===== src/rtl/cpu_pkg.sv =====
// Shared types for the CPU sequencer: state encodings, opcode constants and
// the control-word layout driven onto the datapath.
package cpu_pkg;

  typedef enum logic [2:0] {
    FETCH1 = 3'd0,
    FETCH2 = 3'd1,
    EXEC1  = 3'd2,
    EXEC2  = 3'd3,
    HALT   = 3'd4
  } state_e;

  localparam logic [3:0] OP_NOP   = 4'h0;
  localparam logic [3:0] OP_LDA   = 4'h1;
  localparam logic [3:0] OP_LDB   = 4'h2;
  localparam logic [3:0] OP_MOVAC = 4'h3;
  localparam logic [3:0] OP_MOVBD = 4'h4;
  localparam logic [3:0] OP_ADD   = 4'h5;
  localparam logic [3:0] OP_OUT   = 4'h6;
  localparam logic [3:0] OP_JMP   = 4'h7;
  localparam logic [3:0] OP_JEQ   = 4'h8;
  localparam logic [3:0] OP_JOV   = 4'h9;
  localparam logic [3:0] OP_LDI   = 4'hA;
  localparam logic [3:0] OP_HLT   = 4'hF;

  typedef struct packed {
    logic lp;
    logic ep;
    logic c;
    logic la;
    logic ea;
    logic lb;
    logic eb;
    logic lc;
    logic ld;
    logic es;
    logic lm;
    logic em;
    logic li;
    logic ei;
    logic lo;
  } ctrl_t;

  function automatic logic is_mem_load(input logic [3:0] op);
    return (op == OP_LDA) || (op == OP_LDB);
  endfunction

endpackage


===== src/rtl/cpu_sequencer_if.sv =====
// Sequencer-to-datapath bundle: run/opcode/flag inputs and the control lines.
interface cpu_sequencer_if;
  logic       run;
  logic [3:0] ir_op;
  logic       c_eq_d;
  logic       s_ov;
  logic       lp, ep, c;
  logic       la, ea, lb, eb, lc, ld;
  logic       es, lm, em, li, ei, lo;
  logic       halted;
  logic [2:0] state;

  // Sequencer side
  modport master (
    input  run, ir_op, c_eq_d, s_ov,
    output lp, ep, c, la, ea, lb, eb, lc, ld,
    output es, lm, em, li, ei, lo, halted, state
  );

  // Datapath side
  modport slave (
    output run, ir_op, c_eq_d, s_ov,
    input  lp, ep, c, la, ea, lb, eb, lc, ld,
    input  es, lm, em, li, ei, lo, halted, state
  );
endinterface


===== src/rtl/cpu_ctrl_decode.sv =====
// Combinational control-word decode from current state, run, opcode and flags.
module cpu_ctrl_decode
  import cpu_pkg::*;
(
  input  state_e     state_i,
  input  logic       run_i,
  input  logic [3:0] ir_op_i,
  input  logic       c_eq_d_i,
  input  logic       s_ov_i,
  output ctrl_t      ctrl_o
);

  always_comb begin
    ctrl_o = '0;
    case (state_i)
      FETCH1: begin
        if (run_i) begin
          ctrl_o.ep = 1'b1;
          ctrl_o.lm = 1'b1;
        end
      end
      FETCH2: begin
        ctrl_o.em = 1'b1;
        ctrl_o.li = 1'b1;
        ctrl_o.c  = 1'b1;
      end
      EXEC1: begin
        case (ir_op_i)
          OP_LDA, OP_LDB: begin
            ctrl_o.ei = 1'b1;
            ctrl_o.lm = 1'b1;
          end
          OP_MOVAC: begin
            ctrl_o.ea = 1'b1;
            ctrl_o.lc = 1'b1;
          end
          OP_MOVBD: begin
            ctrl_o.eb = 1'b1;
            ctrl_o.ld = 1'b1;
          end
          OP_ADD: begin
            ctrl_o.es = 1'b1;
            ctrl_o.la = 1'b1;
          end
          OP_OUT: begin
            ctrl_o.ea = 1'b1;
            ctrl_o.lo = 1'b1;
          end
          OP_JMP: begin
            ctrl_o.ei = 1'b1;
            ctrl_o.lp = 1'b1;
          end
          OP_JEQ: begin
            ctrl_o.ei = c_eq_d_i;
            ctrl_o.lp = c_eq_d_i;
          end
          OP_JOV: begin
            ctrl_o.ei = s_ov_i;
            ctrl_o.lp = s_ov_i;
          end
          OP_LDI: begin
            ctrl_o.ei = 1'b1;
            ctrl_o.la = 1'b1;
          end
          default: ;
        endcase
      end
      EXEC2: begin
        // Second memory cycle of a load: memory drives the bus into A or B
        ctrl_o.em = is_mem_load(ir_op_i);
        ctrl_o.la = (ir_op_i == OP_LDA);
        ctrl_o.lb = (ir_op_i == OP_LDB);
      end
      default: ;
    endcase
  end

endmodule


===== src/rtl/cpu_sequencer.sv =====
// Instruction sequencer: state register, next-state logic and gated controls.
module cpu_sequencer
  import cpu_pkg::*;
(
  input  logic            clk,
  input  logic            rst,
  cpu_sequencer_if.master bus
);

  state_e state_q, state_d;
  ctrl_t  dec_ctrl;
  ctrl_t  ctrl;

  always_comb begin
    state_d = state_q;
    case (state_q)
      FETCH1: state_d = bus.run ? FETCH2 : FETCH1;
      FETCH2: state_d = EXEC1;
      EXEC1: begin
        if (is_mem_load(bus.ir_op))  state_d = EXEC2;
        else if (bus.ir_op == OP_HLT) state_d = HALT;
        else                          state_d = FETCH1;
      end
      EXEC2:   state_d = FETCH1;
      HALT:    state_d = HALT;
      default: state_d = FETCH1;
    endcase
  end

  always_ff @(posedge clk or posedge rst) begin
    if (rst) state_q <= FETCH1;
    else     state_q <= state_d;
  end

  cpu_ctrl_decode u_decode (
    .state_i  (state_q),
    .run_i    (bus.run),
    .ir_op_i  (bus.ir_op),
    .c_eq_d_i (bus.c_eq_d),
    .s_ov_i   (bus.s_ov),
    .ctrl_o   (dec_ctrl)
  );

  // Gate with rst so outputs drop in the same instant reset is applied
  assign ctrl = rst ? '0 : dec_ctrl;

  assign bus.lp     = ctrl.lp;
  assign bus.ep     = ctrl.ep;
  assign bus.c      = ctrl.c;
  assign bus.la     = ctrl.la;
  assign bus.ea     = ctrl.ea;
  assign bus.lb     = ctrl.lb;
  assign bus.eb     = ctrl.eb;
  assign bus.lc     = ctrl.lc;
  assign bus.ld     = ctrl.ld;
  assign bus.es     = ctrl.es;
  assign bus.lm     = ctrl.lm;
  assign bus.em     = ctrl.em;
  assign bus.li     = ctrl.li;
  assign bus.ei     = ctrl.ei;
  assign bus.lo     = ctrl.lo;
  assign bus.halted = (state_q == HALT) && !rst;
  assign bus.state  = state_q;

endmodule


===== src/flat_wrapper.sv =====
// flat-port wrapper written by rule: the top's interface ports become plain ports
module cpu_sequencer_flat import cpu_pkg::*;
  (clk, rst, bus_run, bus_ir_op, bus_c_eq_d, bus_s_ov, bus_lp, bus_ep, bus_c, bus_la, bus_ea, bus_lb, bus_eb, bus_lc, bus_ld, bus_es, bus_lm, bus_em, bus_li, bus_ei, bus_lo, bus_halted, bus_state);
  cpu_sequencer_if bus_i ();
  input  logic clk;
  input  logic rst;
  input wire logic [$bits(bus_i.run)-1:0] bus_run;
  input wire logic [$bits(bus_i.ir_op)-1:0] bus_ir_op;
  input wire logic [$bits(bus_i.c_eq_d)-1:0] bus_c_eq_d;
  input wire logic [$bits(bus_i.s_ov)-1:0] bus_s_ov;
  output wire logic [$bits(bus_i.lp)-1:0] bus_lp;
  output wire logic [$bits(bus_i.ep)-1:0] bus_ep;
  output wire logic [$bits(bus_i.c)-1:0] bus_c;
  output wire logic [$bits(bus_i.la)-1:0] bus_la;
  output wire logic [$bits(bus_i.ea)-1:0] bus_ea;
  output wire logic [$bits(bus_i.lb)-1:0] bus_lb;
  output wire logic [$bits(bus_i.eb)-1:0] bus_eb;
  output wire logic [$bits(bus_i.lc)-1:0] bus_lc;
  output wire logic [$bits(bus_i.ld)-1:0] bus_ld;
  output wire logic [$bits(bus_i.es)-1:0] bus_es;
  output wire logic [$bits(bus_i.lm)-1:0] bus_lm;
  output wire logic [$bits(bus_i.em)-1:0] bus_em;
  output wire logic [$bits(bus_i.li)-1:0] bus_li;
  output wire logic [$bits(bus_i.ei)-1:0] bus_ei;
  output wire logic [$bits(bus_i.lo)-1:0] bus_lo;
  output wire logic [$bits(bus_i.halted)-1:0] bus_halted;
  output wire logic [$bits(bus_i.state)-1:0] bus_state;
  assign bus_i.run = bus_run;
  assign bus_i.ir_op = bus_ir_op;
  assign bus_i.c_eq_d = bus_c_eq_d;
  assign bus_i.s_ov = bus_s_ov;
  assign bus_lp = bus_i.lp;
  assign bus_ep = bus_i.ep;
  assign bus_c = bus_i.c;
  assign bus_la = bus_i.la;
  assign bus_ea = bus_i.ea;
  assign bus_lb = bus_i.lb;
  assign bus_eb = bus_i.eb;
  assign bus_lc = bus_i.lc;
  assign bus_ld = bus_i.ld;
  assign bus_es = bus_i.es;
  assign bus_lm = bus_i.lm;
  assign bus_em = bus_i.em;
  assign bus_li = bus_i.li;
  assign bus_ei = bus_i.ei;
  assign bus_lo = bus_i.lo;
  assign bus_halted = bus_i.halted;
  assign bus_state = bus_i.state;
  cpu_sequencer u_core (.clk(clk), .rst(rst), .bus(bus_i));
endmodule

===== config.mk =====
export PLATFORM = sky130hd
export DESIGN_NAME = cpu_sequencer_flat
export DESIGN_NICKNAME = d
export VERILOG_FILES = /design/src/rtl/cpu_pkg.sv /design/src/rtl/cpu_sequencer_if.sv /design/src/rtl/cpu_ctrl_decode.sv /design/src/rtl/cpu_sequencer.sv /design/src/flat_wrapper.sv
export SDC_FILE = /design/constraint.sdc
export NUM_CORES = 1
export LEC_CHECK = 0
export ABC_AREA = 0
export CAP_MARGIN = 20
export CORE_AREA = 2 2 39 41
export DETAILED_ROUTE_END_ITERATION = 8
export DIE_AREA = 0 0 41 43
export GPL_TIMING_DRIVEN = 1
export PLACE_DENSITY = 0.76
export SETUP_SLACK_MARGIN = 0.02
export SYNTH_ARGS = -nofsm -noshare
export SYNTH_HDL_FRONTEND = slang
export SYNTH_SLANG_ARGS = --single-unit

===== constraint.sdc =====
create_clock -name clk -period 2.3 [get_ports clk]
set_input_delay 0.575 -clock clk [delete_from_list [all_inputs] [get_ports clk]]
set_output_delay 0.575 -clock clk [all_outputs]
set_load 0.005 [all_outputs]

==> reports/qor.csv <==
stage;metric;value;unit
logic_synthesis;ys_top_cells_by_area;dfrtp_1 (16%), buf_4 (6.4%), nor2_1 (5.6%), nor3_1 (4.3%), nand2b_1 (4.0%);
sta;tightest_slew;229;ps
sta;fin_skew;3.76;ps
detailed_routing;drtPass1Iterations;2;
die;die_h;43;microns
power;cellPowerDensity;481;nW/um^2
placed_design;port_buffers;27;
sta;min_period_over_period;96.5;%
die;die_w;41;microns
power;pwr-share-seq;19.4;%
critical_path;endpoint_kind;output port;
grt;grt_max_degree;10;
status;outcome;finished clean;
cts;cts_tree;done;
logic_synthesis;synth_cell_types;35;
sta;finalHoldViolCount;0;
critical_path;path_max_fanout;5;
power;ir_drop;0.000324;V
detailed_routing;wl;1500;microns
logic_synthesis;ys.flop_type;dfrtp_1;
grt;grt_first_pass_wirelength;2360;microns
power;swShare;35.9;%
detailed_routing;num_vias;620;
cts;cts_buffers;3;
logic_synthesis;ys_warn_count;0;
critical_path;crit_arrival;1640;ps
grt;grt_use_total;18.7;%
grt;grt_pass1_vias;607;
final_layout;final_layout_size_suffix_gt1_share;51.4;%
logic_synthesis;synth_most_common_cell;nor2_1;
detailed_routing;via_per_inst;4.88;
flow_run;cap_violations;0;
power;cellLeakagePower;0.483;nW
critical_path;reg2regPathDepth;3;
logic_synthesis;synth-seq-cells;3;
cts;cts-root-buf;clkbuf_4;
critical_path;cp_data_required_time;1730;ps
detailed_routing;post_drt_wl_per_cell;11.8;microns
final_layout;syn_to_final_growth;106;%
min_path;hold_class;in2async;
power;p_sw;0.167;mW
die;die-area;1760;sq um
critical_path;timing.rr.end;u_core.bus.state[2];
grt;grt-ovfl-total;0;
power;power;0.465;mW
logic_synthesis;ys_async_sr_fraction;100;%
final_layout;n_antenna_cell;0;
cts;clock-sinks;3;
power;comb_power_share;61.3;%
die;ios;28;
detailed_routing;post-route-drc-count;0;
placed_design;dp_slack;-595;ps
sta;drv_slew;0;
critical_path;reg2reg_from;u_core.bus.state[2];
sta;max-slew-margin-rel;84.7;%
logic_synthesis;netlist_instances;60;
sta;max_freq;451;MHz
logic_synthesis;syn_area;468;sq um
die;initial_core_util;33.8;%
sta;setup_slack;81.4;ps
logic_synthesis;syn_nets;69;
sta;rsz0062_at_grt;yes;
cts;htree_levels;1;
logic_synthesis;synth_area_per_cell;7.80;sq um
grt;antenna_found_initial;0;
cts;clkSlewWorstSetupHoldPaths;40;ps
placed_design;place.gp.congestion;0.689;
logic_synthesis;netlist_top_cells_count;nor2_1 (7), buf_4 (4), nand2_1 (4), nor3_1 (4);
die;rows;14;
detailed_routing;ant_nets;0;
die;core_area;1380;sq um
critical_path;worstSetupPathType;in2out;
logic_synthesis;synth-edff-count;0;
critical_path;r2r_setup_slack;990;ps
logic_synthesis;synth_top_area_cell;dfrtp_1;
cts;clock_path_buffers;2;
sta;setup_viol;0;
placed_design;dp_hpwl;1030;microns
critical_path;critPathLaunchType;input pin;
power;power.internal;0.298;mW
cts;insertion_delay;230;ps
logic_synthesis;yosysSeqAreaShare;16.0;%
logic_synthesis;yosys.area.top_type_share;16.0;%
power;clockPowerShare;19.3;%
detailed_routing;drt_iter0_markers;7;
final_layout;largest_reg_flops;3;
sta;finalCriticalPeriod;2220;ps
final_layout;nNetsFinal;121;
cts;hold_buffers;0;
[placed cells by master (no fill, tap or decap), drive strengths merged, types with 2 or more instances in the layout]
cell / Yosys / final
clkdlybuf4s15: 0 / 2
a21oi: 3 / 3
clkdlybuf4s50: 0 / 5
inv: 2 / 2
a211oi: 2 / 2
xnor2: 2 / 2
nand2: 4 / 4
nor3: 5 / 5
nor2b: 2 / 2
nand2b: 4 / 4
clkbuf: 2 / 4
dfrtp: 3 / 3
buf: 6 / 35
nor2: 7 / 7
nor4b: 3 / 3
dlygate4sd2: 0 / 13
nor4: 2 / 2
[final cells by class]
type	instances	area [sq um]
Multi-Input combinational cell	47	399
Inverter	2	7.51
Clock buffer	4	26.3
Sequential cell	3	75.1
Tap cell	16	20.0
Timing Repair Buffer	55	438
Fill cell	122	418
[metal layers]
layer,routed length [microns],track usage (%),vias up
li1,-,-,316
met1,563,20.2,280
met2,821,34.7,22
met3,98,4.71,2
met4,21,2.00,0
met5,0,0,-
[logic make-up after synthesis]
logic type	synth area share (%)
buffers and inverters	13.9
muxes	2.14
and+or+nand+nor	47.6
xor gates and xnor gates	3.74
AOI/OAI and AO/OA	16.6
DFF	16.0
[worst max-delay path by stage]
stage	start	to	slack, ps
floorplan	bus_ir_op[2]	bus_ld	340
global placement	bus_ir_op[0]	bus_lm	-570
detailed placement	bus_ir_op[0]	bus_lm	-590
CTS	bus_ir_op[3]	bus_ei	20
global route	bus_ir_op[3]	bus_ei	10
finish	bus_ir_op[1]	bus_lp	80
[power by group through the flow]
| stage | combinational [mW] | sequential [mW] | clock, mW |
|---|---|---|---|
| final | 0.285 | 0.0901 | 0.0896 |
| after CTS | 0.278 | 0.0896 | 0.0927 |
| after floorplan | 0.125 | 0.0811 | 0 |
| after detailed placement | 0.255 | 0.0845 | 0 |
| after global routing | 0.311 | 0.0917 | 0.0988 |
| after global placement | 0.252 | 0.0820 | 0 |
[through the flow]
| stage | instances | setup TNS, ps | cell area [sq um] | util [%] | hold WS (ps) |
|---|---|---|---|---|---|
| 3_3_place_gp | 112 | -6370 | 828 | 59.9 | 510 |
| 3_5_place_dp | 112 | -6700 | 828 | 59.9 | 514 |
| 4_1_cts | 126 | 0 | 958 | 69.3 | 378 |
| 6_report | 127 | 0 | 966 | 69.8 | 382 |
| 5_1_grt | 127 | 0 | 966 | 69.8 | 390 |
| 2_1_floorplan | 60 | 0 | 468 | - | 329 |
[critical path: stages]
cell	delay, ps
buf_2	140
buf_4	160
and4bb_1	190
a21o_1	150
a22oi_1	160
nor2_1	70
clkdlybuf4s15_2	200
[repair_timing]
item                       CTS  global route
buffers inserted            10             1
cloned                       0             0
pin swaps                   11             3
resized for setup           58             4
setup endpoints to repair   16             5
Power figures use the tool's default switching activity.
